[config.mk]
export PLATFORM = sky130hd
export DESIGN_NAME = dot_driver
export DESIGN_NICKNAME = d
export VERILOG_FILES = /design/src/rtl/dot_driver.sv
export SDC_FILE = /design/constraint.sdc
export NUM_CORES = 1
export LEC_CHECK = 0
export BUFFER_PORTS_ARGS = -buffer_cell sky130_fd_sc_hd__buf_2
export CAP_MARGIN = 20
export CORE_ASPECT_RATIO = 0.5
export CORE_MARGIN = 2
export CORE_UTILIZATION = 59
export CTS_BUF_LIST = sky130_fd_sc_hd__clkbuf_4 sky130_fd_sc_hd__clkbuf_8
export CTS_CLUSTER_DIAMETER = 120
export DETAILED_ROUTE_END_ITERATION = 8
export PLACE_DENSITY = 0.77
export SYNTH_ARGS = -nofsm -noshare
export SYNTH_HDL_FRONTEND = slang
export SYNTH_SLANG_ARGS = --single-unit
[constraint.sdc]
create_clock -name clk -period 1.8 [get_ports clk]
set_input_delay 0.18 -clock clk [delete_from_list [all_inputs] [get_ports clk]]
set_output_delay 0.18 -clock clk [all_outputs]
set_load 0.05 [all_outputs]
[src/rtl/dot_driver.sv]
// dot_driver: scans an 8x8 LED matrix from a double-buffered frame store, blanking after every row change.
// Latency: outputs registered; a new row lights BLANK_CYCLES+1 edges after the edge that samples the change.
// Backpressure: none; writes are accepted every cycle and a swap request is held until the next 7->0 wrap.
//
// Ports:
//   clk, rst_n            clock, asynchronous active-low reset
//   row_idx[2:0]          current scan row from the scan counter
//   wr_en/wr_addr/wr_data back-buffer row write (bit k = column k, 1 = lit)
//   swap_req              request a front/back swap at the next frame boundary
//   swap_pending          a swap is requested but not yet performed
//   frame_tick            one-cycle pulse on each 7->0 row wrap
//   row_out/col_out       one-hot row drive and column drive, both 0 while blanked
module dot_driver #(
    parameter int unsigned BLANK_CYCLES = 2
) (
    input  logic       clk,
    input  logic       rst_n,
    input  logic [2:0] row_idx,
    input  logic       wr_en,
    input  logic [2:0] wr_addr,
    input  logic [7:0] wr_data,
    input  logic       swap_req,
    output logic       swap_pending,
    output logic       frame_tick,
    output logic [7:0] row_out,
    output logic [7:0] col_out
);

    localparam logic [3:0] BLANK_INIT = 4'(BLANK_CYCLES);

    logic [2:0] r_row;
    logic [3:0] r_blank_cnt;
    logic       r_front_sel;
    logic [7:0] r_buf0 [8];
    logic [7:0] r_buf1 [8];
    logic       r_swap_pending;
    logic       r_frame_tick;
    logic [7:0] r_row_out;
    logic [7:0] r_col_out;

    logic       w_chg;
    logic       w_fb;
    logic       w_do_swap;
    logic [7:0] w_front_row;

    assign w_chg       = (row_idx != r_row);
    // Only a genuine 7 -> 0 wrap marks a frame boundary; other jumps are plain row changes.
    assign w_fb        = w_chg && (r_row == 3'd7) && (row_idx == 3'd0);
    assign w_do_swap   = w_fb && (r_swap_pending || swap_req);
    assign w_front_row = r_front_sel ? r_buf1[r_row] : r_buf0[r_row];

    // Scan, blanking and output registers.
    always_ff @(posedge clk or negedge rst_n) begin
        if (!rst_n) begin
            r_row       <= 3'd0;
            r_blank_cnt <= BLANK_INIT;
            r_row_out   <= 8'd0;
            r_col_out   <= 8'd0;
        end else if (w_chg) begin
            // Any change, including one mid-blanking, restarts the gap.
            r_row       <= row_idx;
            r_blank_cnt <= BLANK_INIT;
            r_row_out   <= 8'd0;
            r_col_out   <= 8'd0;
        end else if (r_blank_cnt != 4'd0) begin
            r_blank_cnt <= r_blank_cnt - 4'd1;
            r_row_out   <= 8'd0;
            r_col_out   <= 8'd0;
        end else begin
            r_row_out   <= 8'd1 << r_row;
            r_col_out   <= w_front_row;
        end
    end

    // Buffer select, swap handshake and frame tick.
    always_ff @(posedge clk or negedge rst_n) begin
        if (!rst_n) begin
            r_front_sel    <= 1'b0;
            r_swap_pending <= 1'b0;
            r_frame_tick   <= 1'b0;
        end else begin
            r_frame_tick <= w_fb;
            if (w_do_swap) begin
                r_front_sel    <= ~r_front_sel;
                r_swap_pending <= 1'b0;
            end else if (swap_req) begin
                r_swap_pending <= 1'b1;
            end
        end
    end

    // Frame store. The write target uses the pre-edge select, so a write on the
    // swap edge lands in the buffer that becomes the new front.
    always_ff @(posedge clk or negedge rst_n) begin
        if (!rst_n) begin
            for (int i = 0; i < 8; i++) begin
                r_buf0[i] <= 8'd0;
                r_buf1[i] <= 8'd0;
            end
        end else if (wr_en) begin
            if (r_front_sel) begin
                r_buf0[wr_addr] <= wr_data;
            end else begin
                r_buf1[wr_addr] <= wr_data;
            end
        end
    end

    assign swap_pending = r_swap_pending;
    assign frame_tick   = r_frame_tick;
    assign row_out      = r_row_out;
    assign col_out      = r_col_out;

endmodule

==> flow_metrics.tcl, run 1 <==
set metrics [dict create \
    status "complete, no violations" \
    critPathMaxFanout 8 \
    leakage_nw 3.68 \
    rsz0062_at_grt "yes" \
    dieArea_mm2 0.0129 \
    vdd_drop_max_v 0.000586 \
    worst-path-buf-inv 0 \
    finalSetupTns_ns 0 \
    die_w_um 159 \
    layout-drive-gt1-share 0.468 \
    cp_top_family "simple AND/OR/NAND/NOR gates" \
    overflow 0 \
    ys_seq_area_frac 0.547 \
    fmax_mhz 561 \
    clk_path_buf_depth 2 \
    numCtsBuffers 17 \
    syn-num-nets 539 \
    drc_errors 0 \
    antenna_found_initial 0 \
    io_pins 36 \
    cts-root-buf "clkbuf_8" \
    vias 4512 \
    numPortBuffers 35 \
    synth_warnings 0 \
    reg2regPathDepth 3 \
    grt_first_pass_wirelength_um 25200 \
    worstHoldPathCells 2 \
    tightest_slew_ns 0.591 \
    synth-main-ff-cell "dfrtp_1" \
    hp-start "wr_data[4]" \
    clkLatencyLatePin_ns 0.45 \
    grt_usage 0.268 \
    area_growth_pct 15.8 \
    final.period_utilization 0.990 \
    endpoint_kind "flop" \
    slowest_stage "dfrtp_1" \
    busiest_layer "met2" \
    netlist_instances 519 \
    maxSlewViolCount 0 \
    clock-sinks 154 \
    grtUsageMet1 0.393 \
    place.gp.congestion 0.802 \
    synth.most_common_cell "dfrtp_1" \
    async_reset_ff_frac 1.00 \
    drt_iter0_drc 359 \
    worst-endpoint-required_ns 2.13 \
    crit_path_cell_trace "nor3b_1, nand2b_1, mux2_2" \
    hp-class "in2reg" \
    setup_viol 0 \
    synthTopCellsByCount "dfrtp_1 (153), mux2_2 (147), mux2i_1 (23)" \
    wirelength_um 16100 \
    core_mm2 0.0117 \
    post-place-ws_ns -0.0496 \
    ys_ff_latch 154 \
    finalCriticalPeriod_ns 1.78 \
    crit_path_max_incr_delay_ns 0.44 \
    finalPower_mw 11.0 \
    syn_avg_cell_area_um2 13.6 \
    max_cap_viol_count 0 \
    final_antenna_net_count 0 \
    grt_use_met3 0.0614 \
    synth_top_area_cell "dfrtp_1" \
    grt_max_degree 49 \
    nets 608 \
    grt_pass1_vias 4626 \
    synth_cell_type_count 51 \
    slew_headroom 0.606 \
    r2r_start "r_front_sel" \
    rows 28 \
    n_antenna_cell 0 \
    skew_ns 0.0139 \
    cts_tree "done" \
    startpoint "r_front_sel" \
    synth.area.top_cells "dfrtp_1 (54%), mux2_2 (24%), mux2i_1 (3.3%), mux4_1 (1.5%), o22ai_1 (1.2%)" \
    hpwl_um 10500 \
    drt-wirelength-per-cell_um 21.0 \
    arrival_ns 2.11 \
    syn_area_mm2 0.00704 \
    start_util 0.600 \
    htree_levels 4 \
    start_kind "flop" \
    via_per_inst 5.89 \
    path_depth 3 \
    timing_hold_violations_final 0 \
    critPathKind "reg2reg" \
    firstDrtPassIters 5 \
    synth-edff-count 0 \
    fin_ws_ns 0.0172 \
    met2_usage 0.406 \
    die_h_um 81.3 \
    yosys.area.top_type_share 0.544 \
    path_clk_slew_ns 0.08 \
    power_density_mw_per_mm2 1340 \
]
-- path summary, 6_finish.rpt --
| kind | end | slack [ns] |
|---|---|---|
| worst min register to register | r_buf1[34] | 0.50 |
| max in group asynchronous | r_blank_cnt[1] | 0.92 |
| worst max register to register | r_buf1[31] | 0.02 |
| worst min-delay path | r_buf0[4] | 0.22 |
| min in group asynchronous | r_buf1[59] | 0.25 |
| worst max-delay path | r_buf1[31] | 0.02 |
-- per-stage QoR --
step | instances | util | instance area (µm²) | hold slack (ns)
6_report | 766 | 0.695 | 8160 | 0.218
5_1_grt | 766 | 0.695 | 8160 | 0.227
4_1_cts | 763 | 0.690 | 8100 | 0.206
3_5_place_dp | 726 | 0.648 | 7610 | 0.167
3_3_place_gp | 726 | 0.648 | 7610 | 0.160
2_1_floorplan | 519 | - | 7040 | -0.116
-- state kept, by name (all words and copies together), names as in the netlist --
register      count
r_front_sel       1
r_blank_cnt       4
col_out           8
r_buf1           64
r_buf0           64
r_row             3
row_out           8
frame_tick        1
swap_pending      1
-- logic make-up after synthesis --
| family | synth area share |
|---|---|
| AOI/OAI and AO/OA | 0.0515 |
| xor gates and xnor gates | 0.00622 |
| adders and majority gates | 0.00355 |
| buffers and inverters | 0.0334 |
| DFF | 0.547 |
| muxes | 0.284 |
| and+or+nand+nor | 0.0737 |
-- repair_timing --
item,CTS,global route
resized for setup,2,5
endpoints found under the setup margin,2,37
buffers inserted,0,3
hold endpoints to repair,49,0
hold buffers,5,0
-- report_power, final --
group	internal (mW)	switching, mW
Sequential	4.73	0.670
Combinational	1.66	1.11
Clock	1.51	1.27
-- cell usage in the layout, fill, tap and decap left out, drive strengths merged, types with 2 or more instances in the layout --
| master | n |
|---|---|
| a21oi | 9 |
| a22oi | 4 |
| a2bb2oi | 4 |
| a31oi | 2 |
| buf | 81 |
| bufinv | 3 |
| clkbuf | 23 |
| clkinv | 3 |
| clkinvlp | 3 |
| dfrtp | 153 |
| dlygate4sd3 | 5 |
| ha | 2 |
| inv | 3 |
| mux2 | 148 |
| mux2i | 23 |
| mux4 | 4 |
| nand2 | 19 |
| nand2b | 9 |
| nand3 | 3 |
| nand3b | 7 |
| nand4 | 4 |
| nor2 | 27 |
| nor2b | 4 |
| nor3 | 6 |
| nor3b | 2 |
| nor4 | 2 |
| o2111ai | 2 |
| o21ai | 2 |
| o221ai | 2 |
| o22a | 5 |
| o22ai | 14 |
| or3 | 7 |
| xnor2 | 5 |
-- layer usage --
layer | vias to the layer above | share of wire
met5 | - | 0
met4 | 0 | 0.012
met3 | 21 | 0.051
met2 | 135 | 0.44
met1 | 2348 | 0.50
li1 | 2008 | -
-- final cells by class --
| class | count | area [µm²] |
|---|---|---|
| inverters | 2 | 7.51 |
| repair buffers | 87 | 679 |
| fillers | 809 | 3580 |
| clock inverters | 10 | 140 |
| well taps | 165 | 206 |
| multi-input cells | 326 | 2970 |
| clock buffers | 22 | 290 |
| flip-flops and latches | 154 | 3860 |
Note: power is estimated with default switching activity, not from simulation.
==> run 2: changes to the inputs <==
==> constraint.sdc (replaced) <==
create_clock -name clk -period 1.8 [get_ports clk]
set_input_delay 0.36 -clock clk [delete_from_list [all_inputs] [get_ports clk]]
set_output_delay 0.36 -clock clk [all_outputs]
set_load 0.05 [all_outputs]
==> run 2 against run 1 <==
  * Worst setup slack improved by 0.0098 ns
  * Largest cell class unchanged
  * Critical path depth is 2 higher
  * Count of clock-buffer cells in the layout is 2 lower
  * Global-route usage up 0.13 points
==> flow_metrics.tcl, run 2 (synthesis results as in run 1) <==
set metrics [dict create \
    final_util 0.699 \
    rrSetupSlack_ns 0.03 \
    arrival_ns 2.08 \
    multi_input_area_mm2 0.00300 \
    power_density_mw_per_mm2 1380 \
    design_area_mm2 0.00821 \
    grt_first_pass_wirelength_um 25200 \
    dieArea_mm2 0.0129 \
    leakage_nw 3.70 \
    grt_max_degree 44 \
    grtUsageMet1 0.382 \
    fill_cells 815 \
    met2_usage 0.420 \
    hp-class "in2reg" \
    setup_viol 0 \
    die_h_um 81.3 \
    path_clk_slew_ns 0.08 \
    power_frac_seq 0.477 \
    final_common_cell "dfrtp_1" \
    grt_pass1_vias 4602 \
    nets 602 \
    seqCellArea_mm2 0.00386 \
    reg_top3 "r_buf0 x64, r_buf1 x64" \
    final.period_utilization 0.985 \
    place.gp.congestion 0.781 \
    drt-wirelength-per-cell_um 21.2 \
    drt_iter0_drc 314 \
    htree_levels 4 \
    rows 28 \
    combinationalPowerShare 0.246 \
    finalPower_mw 11.3 \
    critPathKind "reg2reg" \
    grt_use_met3 0.0720 \
    grt_usage 0.269 \
    holdWs_ns 0.0933 \
    layout-drive-gt1-share 0.483 \
    crit_path_cell_trace "buf_6, mux4_1, o221ai_1, o21a_1, a311oi_2" \
    cts-root-buf "clkbuf_8" \
    die_w_um 159 \
    maxSlewViolCount 0 \
    busiest_layer "met2" \
    crit_path_max_incr_delay_ns 0.60 \
    final_antenna_net_count 0 \
    area_growth_pct 16.5 \
    vdd_drop_max_v 0.000599 \
    timing_hold_violations_final 0 \
    via_per_inst 5.97 \
    fmax_mhz 564 \
    critPathMaxFanout 6 \
    firstDrtPassIters 4 \
    dpl_cell_area_mm2 0.00759 \
    start_kind "flop" \
    clkLatencyLatePin_ns 0.45 \
    core_mm2 0.0117 \
    post-place-ws_ns 0.0410 \
    finalCriticalPeriod_ns 1.77 \
    cts_tree "done" \
    worst-endpoint-required_ns 2.11 \
    start_util 0.600 \
    clk_path_buf_depth 2 \
    p_switching_mw 3.08 \
    vias 4534 \
    status "complete, no violations" \
    max_cap_viol_count 0 \
    endpoint_kind "flop" \
    n_antenna_cell 0 \
    p_int_mw 8.26 \
    slew_headroom 0.602 \
    wirelength_um 16100 \
    numCtsBuffers 17 \
    power_frac_clock 0.277 \
    numPortBuffers 35 \
    io_pins 36 \
    drc_errors 0 \
    final_cell_mix "dfrtp_1 (151), mux2_2 (147), buf_4 (35)" \
    hpwl_um 10700 \
    antenna_found_initial 0 \
    clock-sinks 154 \
    tightest_slew_ns 0.597 \
    slowest_stage "mux4_1" \
    overflow 0 \
    sw_frac_of_total 0.271 \
    skew_ns 0.0144 \
    fin_ws_ns 0.0270 \
]
-- run 2: cell types whose count changed in the layout (fill, tap and decap cells not counted), moves of 2 or more --
cell	previous run	this run
clkbuf_8	20	18
bufinv_16	3	6
buf_4	37	35
nand2_2	0	2
dlygate4sd3_1	5	1
-- run 2: metal layers --
metal | part of all wire | wire length (µm)
met1 | 0.46 | 7460
met2 | 0.46 | 7360
met3 | 0.069 | 1120
met4 | 0.011 | 176
met5 | 0 | 0
-- run 2: cell type report --
| class | count | share of cell area |
|---|---|---|
| clock inverters | 11 | 0.0265 |
| flip-flops and latches | 154 | 0.470 |
| clock buffers | 20 | 0.0320 |
| repair buffers | 81 | 0.0791 |
| well taps | 165 | 0.0252 |
| inverters | 2 | 0.000915 |
| multi-input cells | 326 | 0.366 |
-- run 2: path summary, 6_finish.rpt --
kind / startpoint / to / cells after the start
max: r_row[1] / col_out[7] / 5
min: row_idx[0] / r_row[0] / 1
max reg2reg: r_row[1] / col_out[7] / 5
min reg2reg: r_buf1[47] / r_buf1[47] / 1
max in group asynchronous: rst_n / r_buf0[58] / 3
min in group asynchronous: rst_n / r_buf1[27] / 2
-- run 2: power groups by stage --
stage / logic (mW) / registers, mW / clock network (mW)
after floorplan: 2.14 / 5.22 / 0
after detailed placement: 2.71 / 5.45 / 0
after global routing: 3.04 / 5.54 / 3.31
final: 2.79 / 5.41 / 3.14
after CTS: 2.74 / 5.39 / 3.16
after global placement: 2.61 / 5.37 / 0
-- run 2: worst max-delay path: cells and delay by family, from the launching register on --
kind	cells	cell delay, ns
muxes	1	0.60
buffers and inverters	1	0.16
AOI/OAI and AO/OA	3	0.44
DFF	1	0.43
-- run 2: stage by stage --
stage	TNS, ns	instances
floorplan	0	519
detailed placement	0	724
CTS	0	756
finish	0	759
global route	-0.0364	759
global placement	0	724
-- run 2: timing repair --
item	4_1_cts	5_1_grt
resized for setup	0	17
buffers inserted	0	2
hold endpoints to repair	33	0
hold buffers	1	0
endpoints found under the setup margin	0	28
==> run 3: changes to the inputs <==
--- a/config.mk
+++ b/config.mk
@@ -13,7 +13,7 @@
 export CTS_BUF_LIST = sky130_fd_sc_hd__clkbuf_4 sky130_fd_sc_hd__clkbuf_8
 export CTS_CLUSTER_DIAMETER = 120
 export DETAILED_ROUTE_END_ITERATION = 8
-export PLACE_DENSITY = 0.77
+export PLACE_DENSITY_LB_ADDON = 0.05
 export SYNTH_ARGS = -nofsm -noshare
 export SYNTH_HDL_FRONTEND = slang
 export SYNTH_SLANG_ARGS = --single-unit
==> run 3 against run 2 <==
  * Utilization rose by 0.23 points
  * Count of clock-buffer cells in the layout rose by 1
  * First-iteration DRC count rose by 2.9%
  * Worst setup slack got worse by 0.024 ns
  * Sequential power barely moved
  * Die area did not move
  * Worst hold slack got worse by 0.0089 ns
  * Total power fell by 2.3%
  * Flip-flop and latch count did not move
  * Clock power fell by 11%
==> flow_metrics.tcl, run 3 (synthesis results as in run 1) <==
set metrics [dict create \
    clk_path_buf_depth 2 \
    numCtsBuffers 17 \
    final.period_utilization 0.998 \
    area_growth_pct 16.9 \
    fill_cells 847 \
    finalSetupTns_ns 0 \
    dieArea_mm2 0.0129 \
    final_cell_mix "dfrtp_1 (151), mux2_2 (147), buf_4 (43)" \
    reg_top3 "r_buf0 x64, r_buf1 x64" \
    overflow 0 \
    clkLatencyLatePin_ns 0.44 \
    hp-class "in2reg" \
    vias 4526 \
    grt_max_degree 47 \
    fin_ws_ns 0.00286 \
    leakage_nw 3.70 \
    skew_ns 0.0130 \
    clock-sinks 154 \
    fmax_mhz 556 \
    seqCellArea_mm2 0.00386 \
    vdd_drop_max_v 0.000592 \
    die_h_um 81.3 \
    hpwl_um 11300 \
    place.gp.congestion 0.879 \
    slew_headroom 0.625 \
    power_density_mw_per_mm2 1340 \
    drt-wirelength-per-cell_um 21.3 \
    rsz0062_at_grt "yes" \
    finalCriticalPeriod_ns 1.80 \
    nets 612 \
    critPathKind "reg2reg" \
    die_w_um 159 \
    arrival_ns 2.13 \
    final_antenna_net_count 0 \
    finalPower_mw 11.1 \
    tightest_slew_ns 0.563 \
    grt_usage 0.271 \
    multi_input_area_mm2 0.00303 \
    rrSetupSlack_ns 0.003 \
    htree_levels 4 \
    critPathMaxFanout 6 \
    timing_hold_violations_final 0 \
    layout-drive-gt1-share 0.502 \
    endpoint_kind "flop" \
    path_clk_slew_ns 0.09 \
    drc_errors 0 \
    final_common_cell "dfrtp_1" \
    firstDrtPassIters 5 \
    post-place-ws_ns -0.104 \
    start_util 0.600 \
    grt_first_pass_wirelength_um 25200 \
    rows 28 \
    worst-endpoint-required_ns 2.14 \
    grt_pass1_vias 4398 \
    antenna_found_initial 0 \
    setup_viol 0 \
    n_antenna_cell 0 \
    drt_iter0_drc 323 \
    holdWs_ns 0.0844 \
    core_mm2 0.0117 \
    maxSlewViolCount 0 \
    wirelength_um 16400 \
    status "complete, no violations" \
    max_cap_viol_count 0 \
    numPortBuffers 35 \
    final_util 0.702 \
    io_pins 36 \
    start_kind "flop" \
    cts-root-buf "clkbuf_8" \
    via_per_inst 5.88 \
    cts_tree "done" \
]
[run 3: path summary, 6_finish.rpt]
| check | start | end | cells after the start |
|---|---|---|---|
| max | r_row[1] | col_out[5] | 6 |
| min reg2reg | r_buf0[51] | r_buf0[51] | 1 |
| min in group asynchronous | rst_n | r_buf1[18] | 2 |
| min | row_idx[2] | r_row[2] | 1 |
| max in group asynchronous | rst_n | r_blank_cnt[1] | 3 |
| max reg2reg | r_row[1] | col_out[5] | 6 |
[run 3: power breakdown]
part | total (mW) | internal, mW | switching (mW)
clock | 2.79 | 1.49 | 1.29
combinational | 2.86 | 1.72 | 1.14
sequential | 5.42 | 4.73 | 0.684
[run 3: timing repair]
action,in CTS,in global routing
hold buffers,1,0
buffers inserted,3,1
setup endpoints to repair,4,15
pin swaps,3,7
resized for setup,9,20
hold endpoints to repair,43,0
[run 3: layer usage]
| metal | global-route usage | part of all wire |
|---|---|---|
| met5 | 0 | 0 |
| met4 | 0.0748 | 0.0080 |
| met3 | 0.0480 | 0.058 |
| met2 | 0.392 | 0.43 |
| met1 | 0.421 | 0.51 |
[run 3: stage by stage]
step           instance area, µm²  std cells
2_1_floorplan                7040        519
6_report                     8240        770
4_1_cts                      8150        769
5_1_grt                      8240        770
3_3_place_gp                 7660        733
3_5_place_dp                 7660        733
[run 3: worst max-delay path: stages, from the launching register on]
cell and delay [ns]:
dfrtp_4 0.52, buf_4 0.15, mux4_1 0.55, nor2_2 0.17, a2111oi_4 0.08, a41oi_2 0.17, nor2_1 0.05
[run 3: area by class of cell]
type	count	share of cell area
clock buffer	21	0.0343
tap	165	0.0251
multi-input combinational	326	0.368
sequential	154	0.469
inverter	2	0.000912
clock inverter	11	0.0175
timing repair buffer	91	0.0852
